**config.mk**
```make
export PLATFORM = sky130hd
export DESIGN_NAME = morse_encoder
export DESIGN_NICKNAME = d
export VERILOG_FILES = /design/src/rtl/morse_pkg.sv /design/src/rtl/morse_rom.sv /design/src/rtl/morse_encoder.sv
export SDC_FILE = /design/constraint.sdc
export NUM_CORES = 1
export LEC_CHECK = 0
export CELL_PAD_IN_SITES_DETAIL_PLACEMENT = 2
export CELL_PAD_IN_SITES_GLOBAL_PLACEMENT = 2
export CORE_AREA = 3 3 56 97
export DETAILED_ROUTE_END_ITERATION = 6
export DIE_AREA = 0 0 59 100
export HOLD_SLACK_MARGIN = 0.12
export MAX_ROUTING_LAYER = met4
export PLACE_DENSITY = 0.84
export REMOVE_ABC_BUFFERS = 1
export SLEW_MARGIN = 20
export SYNTH_ARGS = -nofsm -noshare
export SYNTH_HDL_FRONTEND = slang
export SYNTH_HIERARCHICAL = 1
export SYNTH_SLANG_ARGS = --single-unit
```
**constraint.sdc**
```tcl
create_clock -name clk -period 5.74 [get_ports clk]
set_input_delay 0.861 -clock clk [delete_from_list [all_inputs] [get_ports clk]]
set_output_delay 0.861 -clock clk [all_outputs]
set_load 0.005 [all_outputs]
```
**src/rtl/morse_pkg.sv**
```systemverilog
// Shared Morse types: FSM states, 2-bit symbol codes, character codes and the ROM entry layout.
// ROM patterns are left-aligned: symbol i of a letter is pattern[4-i], and 1 = dash.
package morse_pkg;

  typedef enum logic [2:0] {
    ST_IDLE  = 3'd0,
    ST_MARK  = 3'd1,
    ST_SPACE = 3'd2,
`ifdef MORSE_WORD_GAP_EN
    ST_LGAP  = 3'd3,
    ST_WGAP  = 3'd4
`else
    ST_LGAP  = 3'd3
`endif
  } state_t;

  localparam logic [1:0] SYM_IDLE = 2'b00;
  localparam logic [1:0] SYM_DOT  = 2'b01;
  localparam logic [1:0] SYM_DASH = 2'b11;
  localparam logic [1:0] SYM_TERM = 2'b10;

  localparam logic [5:0] CODE_A          = 6'd0;
  localparam logic [5:0] CODE_Z          = 6'd25;
  localparam logic [5:0] CODE_DIGIT0     = 6'd26;
  localparam logic [5:0] CODE_DIGIT9     = 6'd35;
  localparam logic [5:0] CODE_WORD_SPACE = 6'd63;

  typedef struct packed {
    logic       valid;
    logic [2:0] len;
    logic [4:0] pattern;
  } rom_entry_t;

  function automatic rom_entry_t mk_entry(input logic [2:0] len, input logic [4:0] pattern);
    rom_entry_t e;
    e.valid   = 1'b1;
    e.len     = len;
    e.pattern = pattern;
    return e;
  endfunction

endpackage

```
**src/rtl/morse_rom.sv**
```systemverilog
// Character code to Morse length/pattern lookup; purely combinational, zero latency.
// No flow control: the entry follows char_in directly; unknown codes give valid = 0.
module morse_rom
  import morse_pkg::*;
(
  input  logic [5:0] char_in,
  output rom_entry_t entry
);

  always_comb begin
    entry = '0;
    case (char_in)
      6'd0:  entry = mk_entry(3'd2, 5'b01000); // A
      6'd1:  entry = mk_entry(3'd4, 5'b10000);
      6'd2:  entry = mk_entry(3'd4, 5'b10100);
      6'd3:  entry = mk_entry(3'd3, 5'b10000);
      6'd4:  entry = mk_entry(3'd1, 5'b00000);
      6'd5:  entry = mk_entry(3'd4, 5'b00100);
      6'd6:  entry = mk_entry(3'd3, 5'b11000);
      6'd7:  entry = mk_entry(3'd4, 5'b00000);
      6'd8:  entry = mk_entry(3'd2, 5'b00000);
      6'd9:  entry = mk_entry(3'd4, 5'b01110);
      6'd10: entry = mk_entry(3'd3, 5'b10100);
      6'd11: entry = mk_entry(3'd4, 5'b01000);
      6'd12: entry = mk_entry(3'd2, 5'b11000);
      6'd13: entry = mk_entry(3'd2, 5'b10000);
      6'd14: entry = mk_entry(3'd3, 5'b11100);
      6'd15: entry = mk_entry(3'd4, 5'b01100);
      6'd16: entry = mk_entry(3'd4, 5'b11010);
      6'd17: entry = mk_entry(3'd3, 5'b01000);
      6'd18: entry = mk_entry(3'd3, 5'b00000);
      6'd19: entry = mk_entry(3'd1, 5'b10000);
      6'd20: entry = mk_entry(3'd3, 5'b00100);
      6'd21: entry = mk_entry(3'd4, 5'b00010);
      6'd22: entry = mk_entry(3'd3, 5'b01100);
      6'd23: entry = mk_entry(3'd4, 5'b10010);
      6'd24: entry = mk_entry(3'd4, 5'b10110);
      6'd25: entry = mk_entry(3'd4, 5'b11000);
      6'd26: entry = mk_entry(3'd5, 5'b11111); // digit 0
      6'd27: entry = mk_entry(3'd5, 5'b01111);
      6'd28: entry = mk_entry(3'd5, 5'b00111);
      6'd29: entry = mk_entry(3'd5, 5'b00011);
      6'd30: entry = mk_entry(3'd5, 5'b00001);
      6'd31: entry = mk_entry(3'd5, 5'b00000);
      6'd32: entry = mk_entry(3'd5, 5'b10000);
      6'd33: entry = mk_entry(3'd5, 5'b11000);
      6'd34: entry = mk_entry(3'd5, 5'b11100);
      6'd35: entry = mk_entry(3'd5, 5'b11110);
      default: entry = '0;
    endcase
  end

endmodule

```
**src/rtl/morse_encoder.sv**
```systemverilog
// Morse keyer: one char per valid/ready transfer, keying starts the cycle after transfer; MORSE_WORD_GAP_EN adds code 63 = word space.
// Backpressure: char_ready only in IDLE; char_in is ignored while busy and the source must hold valid until ready.
module morse_encoder
  import morse_pkg::*;
#(
  parameter int UNIT_CYCLES = 4
) (
  input  logic       clk,
  input  logic       rst,
  input  logic [5:0] char_in,
  input  logic       char_valid,
  output logic       char_ready,
  output logic       key_out,
  output logic [1:0] sym_out,
  output logic       busy,
  output logic       err
);

`ifdef MORSE_WORD_GAP_EN
  // The word gap is the longest interval, so it sets the counter width.
  localparam int CNT_W = $clog2(4*UNIT_CYCLES + 1);
  localparam logic [CNT_W-1:0] LD_4U = CNT_W'(4*UNIT_CYCLES - 1);
`else
  localparam int CNT_W = $clog2(3*UNIT_CYCLES + 1);
`endif
  localparam logic [CNT_W-1:0] LD_1U = CNT_W'(UNIT_CYCLES - 1);
  localparam logic [CNT_W-1:0] LD_3U = CNT_W'(3*UNIT_CYCLES - 1);

  state_t           state_q, state_d;
  logic [CNT_W-1:0] cnt_q, cnt_d;
  logic [2:0]       idx_q, idx_d, idx_inc;
  logic [2:0]       len_q, len_d;
  logic [4:0]       pat_q, pat_d;
  logic             key_d, err_d;
  logic [1:0]       sym_d;
  logic             xfer, nxt_dash;
  rom_entry_t       rom;

  morse_rom u_rom (
    .char_in (char_in),
    .entry   (rom)
  );

  assign char_ready = (state_q == ST_IDLE);
  assign busy       = ~char_ready;
  assign xfer       = char_valid & char_ready;
  assign idx_inc    = idx_q + 3'd1;
  assign nxt_dash   = pat_q[3'd4 - idx_inc];

  always_comb begin
    state_d = state_q;
    cnt_d   = cnt_q;
    idx_d   = idx_q;
    len_d   = len_q;
    pat_d   = pat_q;
    key_d   = 1'b0;
    sym_d   = SYM_IDLE;
    err_d   = 1'b0;
    case (state_q)
      ST_IDLE: begin
        if (xfer) begin
          len_d = rom.len;
          pat_d = rom.pattern;
          idx_d = 3'd0;
          if (rom.valid) begin
            state_d = ST_MARK;
            key_d   = 1'b1;
            sym_d   = rom.pattern[4] ? SYM_DASH : SYM_DOT;
            cnt_d   = rom.pattern[4] ? LD_3U : LD_1U;
          end
`ifdef MORSE_WORD_GAP_EN
          else if (char_in == CODE_WORD_SPACE) begin
            state_d = ST_WGAP;
            cnt_d   = LD_4U;
          end
`endif
          else begin
            err_d = 1'b1;
          end
        end
      end
      ST_MARK: begin
        if (cnt_q == '0) begin
          if (idx_q != len_q - 3'd1) begin
            state_d = ST_SPACE;
            cnt_d   = LD_1U;
          end else begin
            state_d = ST_LGAP;
            cnt_d   = LD_3U;
            sym_d   = SYM_TERM;
          end
        end else begin
          cnt_d = cnt_q - 1'b1;
          key_d = 1'b1;
        end
      end
      ST_SPACE: begin
        if (cnt_q == '0) begin
          state_d = ST_MARK;
          idx_d   = idx_inc;
          key_d   = 1'b1;
          sym_d   = nxt_dash ? SYM_DASH : SYM_DOT;
          cnt_d   = nxt_dash ? LD_3U : LD_1U;
        end else begin
          cnt_d = cnt_q - 1'b1;
        end
      end
`ifdef MORSE_WORD_GAP_EN
      ST_WGAP,
`endif
      ST_LGAP: begin
        if (cnt_q == '0) begin
          state_d = ST_IDLE;
        end else begin
          cnt_d = cnt_q - 1'b1;
        end
      end
      default: state_d = ST_IDLE;
    endcase
  end

  always_ff @(posedge clk) begin
    if (rst) begin
      state_q <= ST_IDLE;
      cnt_q   <= '0;
      idx_q   <= '0;
      len_q   <= '0;
      pat_q   <= '0;
      key_out <= 1'b0;
      sym_out <= SYM_IDLE;
      err     <= 1'b0;
    end else begin
      state_q <= state_d;
      cnt_q   <= cnt_d;
      idx_q   <= idx_d;
      len_q   <= len_d;
      pat_q   <= pat_d;
      key_out <= key_d;
      sym_out <= sym_d;
      err     <= err_d;
    end
  end

endmodule

```
==> metrics.csv <==
stage;metric;value;unit
synthesis;synth_simple_gate_area_share;25.6;%
synthesis;netlist_instances;213;
synthesis;synth_area_leaders;dfxtp_1, ha_1, nand2_1, a21oi_1, nor2_1;
synthesis;synth-compound-area-share;23.4;%
drt;drt-met1-wl;1930;um
die;ios;15;
synthesis;synth.mux.area_fraction;4.98;%
critical_path;arrival;3.57;ns
sta;hold_viol_final;0;
synthesis;syn-cell-area;1760;um2
synthesis;async_reset_ff_share;0;%
placement;place.gp.congestion;0.882;
drt;routed_wirelength;5200;um
sta;max_freq;297;MHz
drt;vias;1618;
clock_tree;postCtsSetupBuffers;0;
clock_tree;cts_max_path_buffers;2;
global_route;antenna_found_initial;0;
synthesis;synth_top_family_by_area;simple AND/OR/NAND/NOR gates;
synthesis;synth-adder-area-share;11.4;%
synthesis;synth.largest_area_cell;dfxtp_1;
drt;drc;0;
synthesis;synth_edf_count;0;
outcome;outcome;complete, no violations;
layout;seq_area;420;um2
layout;fin_nets;247;
drt;maxUsedRoutingLayer;met4;
synthesis;ys_types;64;
synthesis;ys_warn_count;6;
global_route;grt_pass1_wl;8400;um
placement;dp_slack;2.09;ns
die;start_util;37.4;%
global_route;overflow;0;
die;die_h;100;um
placement;io_buffers;14;
clock_tree;clk-insertion-delay-late;0.27;ns
synthesis;yosysSeqAreaShare;23.9;%
synthesis;synthTopCellsByCount;nand2_1, dfxtp_1, ha_1, nor2_1;
global_route;grt_usage;19.1;%
drt;wl_per_cell;19.0;um
placement;dp_hpwl;4070;um
clock_tree;path_clk_slew;0.08;ns
pwr;p_leak;0.000775;uW
drt;antenna_left;0;
synthesis;synthFlopType;dfxtp_1;
clock_tree;hold_buffers;0;
drt;wl_met3;92;um
critical_path;r2r_start;state_q[0];
die;coreArea;4710;um2
sta;slew_headroom;50.4;%
clock_tree;ctsResizeCount;0;
synthesis;synth_seq_cells;21;
sta;layout_setup_ws;2.37;ns
critical_path;worst_setup_path_start_kind;primary input;
global_route;grt_pass1_vias;1674;
drt;viasPerCell;5.93;
critical_path;timing.rr.end;cnt_q[3];
die;chipWidth;59;um
sta;final.period_utilization;58.7;%
clock_tree;numCtsBuffers;3;
critical_path;crit_type;primary input to flip-flop;
flow_run;maxCapViolations;0;
critical_path;r2r_setup_slack;3.63;ns
clock_tree;clock-sinks;21;
die;die-area;5900;um2
drt;first_pass_iters;7;
sta;drv_slew;0;
layout;n_fill_cell;568;
hold_path;hp-class;flip-flop to flip-flop;
pwr;power_density;312;nW/um2
drt;dr_wl_met2;2980;um
critical_path;cp-endpoint;cnt_q[3];
sta;tightest_slew;0.742;ns
synthesis;synth_xor_area_share;3.77;%
layout;multi_input_area;1220;um2
critical_path;critPathRequiredTime;5.94;ns
synthesis;synth_most_common_cell;nand2_1;
sta;fin_setup_tns;0;ns
die;rows;33;
pwr;peakVddDrop;195;uV
layout;syn2layout_area_growth;10.6;%
clock_tree;htreeDepth;1;
synthesis;synth_top_area_share;23.9;%
critical_path;cp-startpoint;char_in[2];
sta;setup_viol;0;
sta;final.setup_skew;0.00239;ns
drt;first_iter_violations;34;
critical_path;r2r_cells;6;
sta;finalCriticalPeriod;3.37;ns
layout;num_antenna_cells;0;
critical_path;cp_max_fo;22;
layout;drive_above_1_share;5.43;%
clock_tree;root_buffer;clkbuf_8;
clock_tree;cts_tree;built;
synthesis;avgSynthCellArea;8.26;um2
critical_path;cp-end-kind;flip-flop;
global_route;grt_max_degree;24;
sta;rsz0062_at_grt;no;
layout make-up:
type	instances	area share [%]
tap	52	3.34
inverter	14	2.70
clock buffer	4	2.31
sequential	21	21.6
multi-input combinational	167	62.5
timing repair buffer	15	7.58
placed cells by master, fill, tap and decap left out, drive strengths merged, types with 4 or more instances in the layout:
cell	synthesis	layout
nor3	7	7
nor2b	5	5
clkbuf	4	4
a211oi	5	5
ha	16	16
clkdlybuf4s50	0	14
o21ai	5	5
nand2b	5	5
inv	14	14
nand2	28	28
dfxtp	21	21
a21oi	14	14
mux2i	5	5
nor2	15	15
through the flow:
step	instances	hold slack [ns]	util [%]	cell area [um2]	total power, uW
3_5_place_dp	269	0.455	40.4	1900	510
4_1_cts	273	0.472	41.4	1950	617
5_1_grt	273	0.490	41.4	1950	657
3_3_place_gp	269	0.442	40.4	1900	496
2_1_floorplan	202	0.430	-	1690	394
6_report	273	0.465	41.4	1950	607
metal layers:
metal,vias up,track usage (%)
met5,-,-
met4,0,8.55
met3,11,0.901
met2,35,35.9
met1,791,19.4
li1,781,-
critical path, cell delays in order:
cell and delay (ns):
clkdlybuf4s50_1 0.95, nor2_1 0.24, a221oi_1 0.36, o2bb2ai_1 0.21
nor2b_1 0.08, a2111oi_0 0.50, o221ai_1 0.26, o211ai_2 0.12
kinds of logic after synthesis:
| group | after synthesis |
|---|---|
| AND/OR/NAND/NOR | 82 |
| AO/OA/AOI/OAI | 56 |
| buffers and inverters | 25 |
| flip-flops | 21 |
| adder cells (fa/ha/maj) | 16 |
| multiplexers | 7 |
| XOR/XNOR | 6 |
worst min-delay path by stage:
stage	from	to	slack [ns]	cells past startpoint
after floorplan	pat_q[0]	pat_q[0]	0.43	2
after global placement	pat_q[1]	pat_q[1]	0.44	2
after detailed placement	len_q[1]	len_q[1]	0.46	2
after CTS	pat_q[1]	pat_q[1]	0.47	2
after global routing	pat_q[1]	pat_q[1]	0.49	2
final	pat_q[1]	pat_q[1]	0.46	2
sequential cells by signal, indices dropped and copies added (netlist names):
name and count:
len_q 3, cnt_q 4, err 1, idx_q 3, pat_q 5, sym_out 2
state_q 2, key_out 1
power breakdown:
part | total [uW] | switching [uW] | internal (uW)
clock network | 103 | 53.1 | 49.7
logic | 308 | 180 | 128
registers | 197 | 24.2 | 172
(Power assumes the default switching activity.)
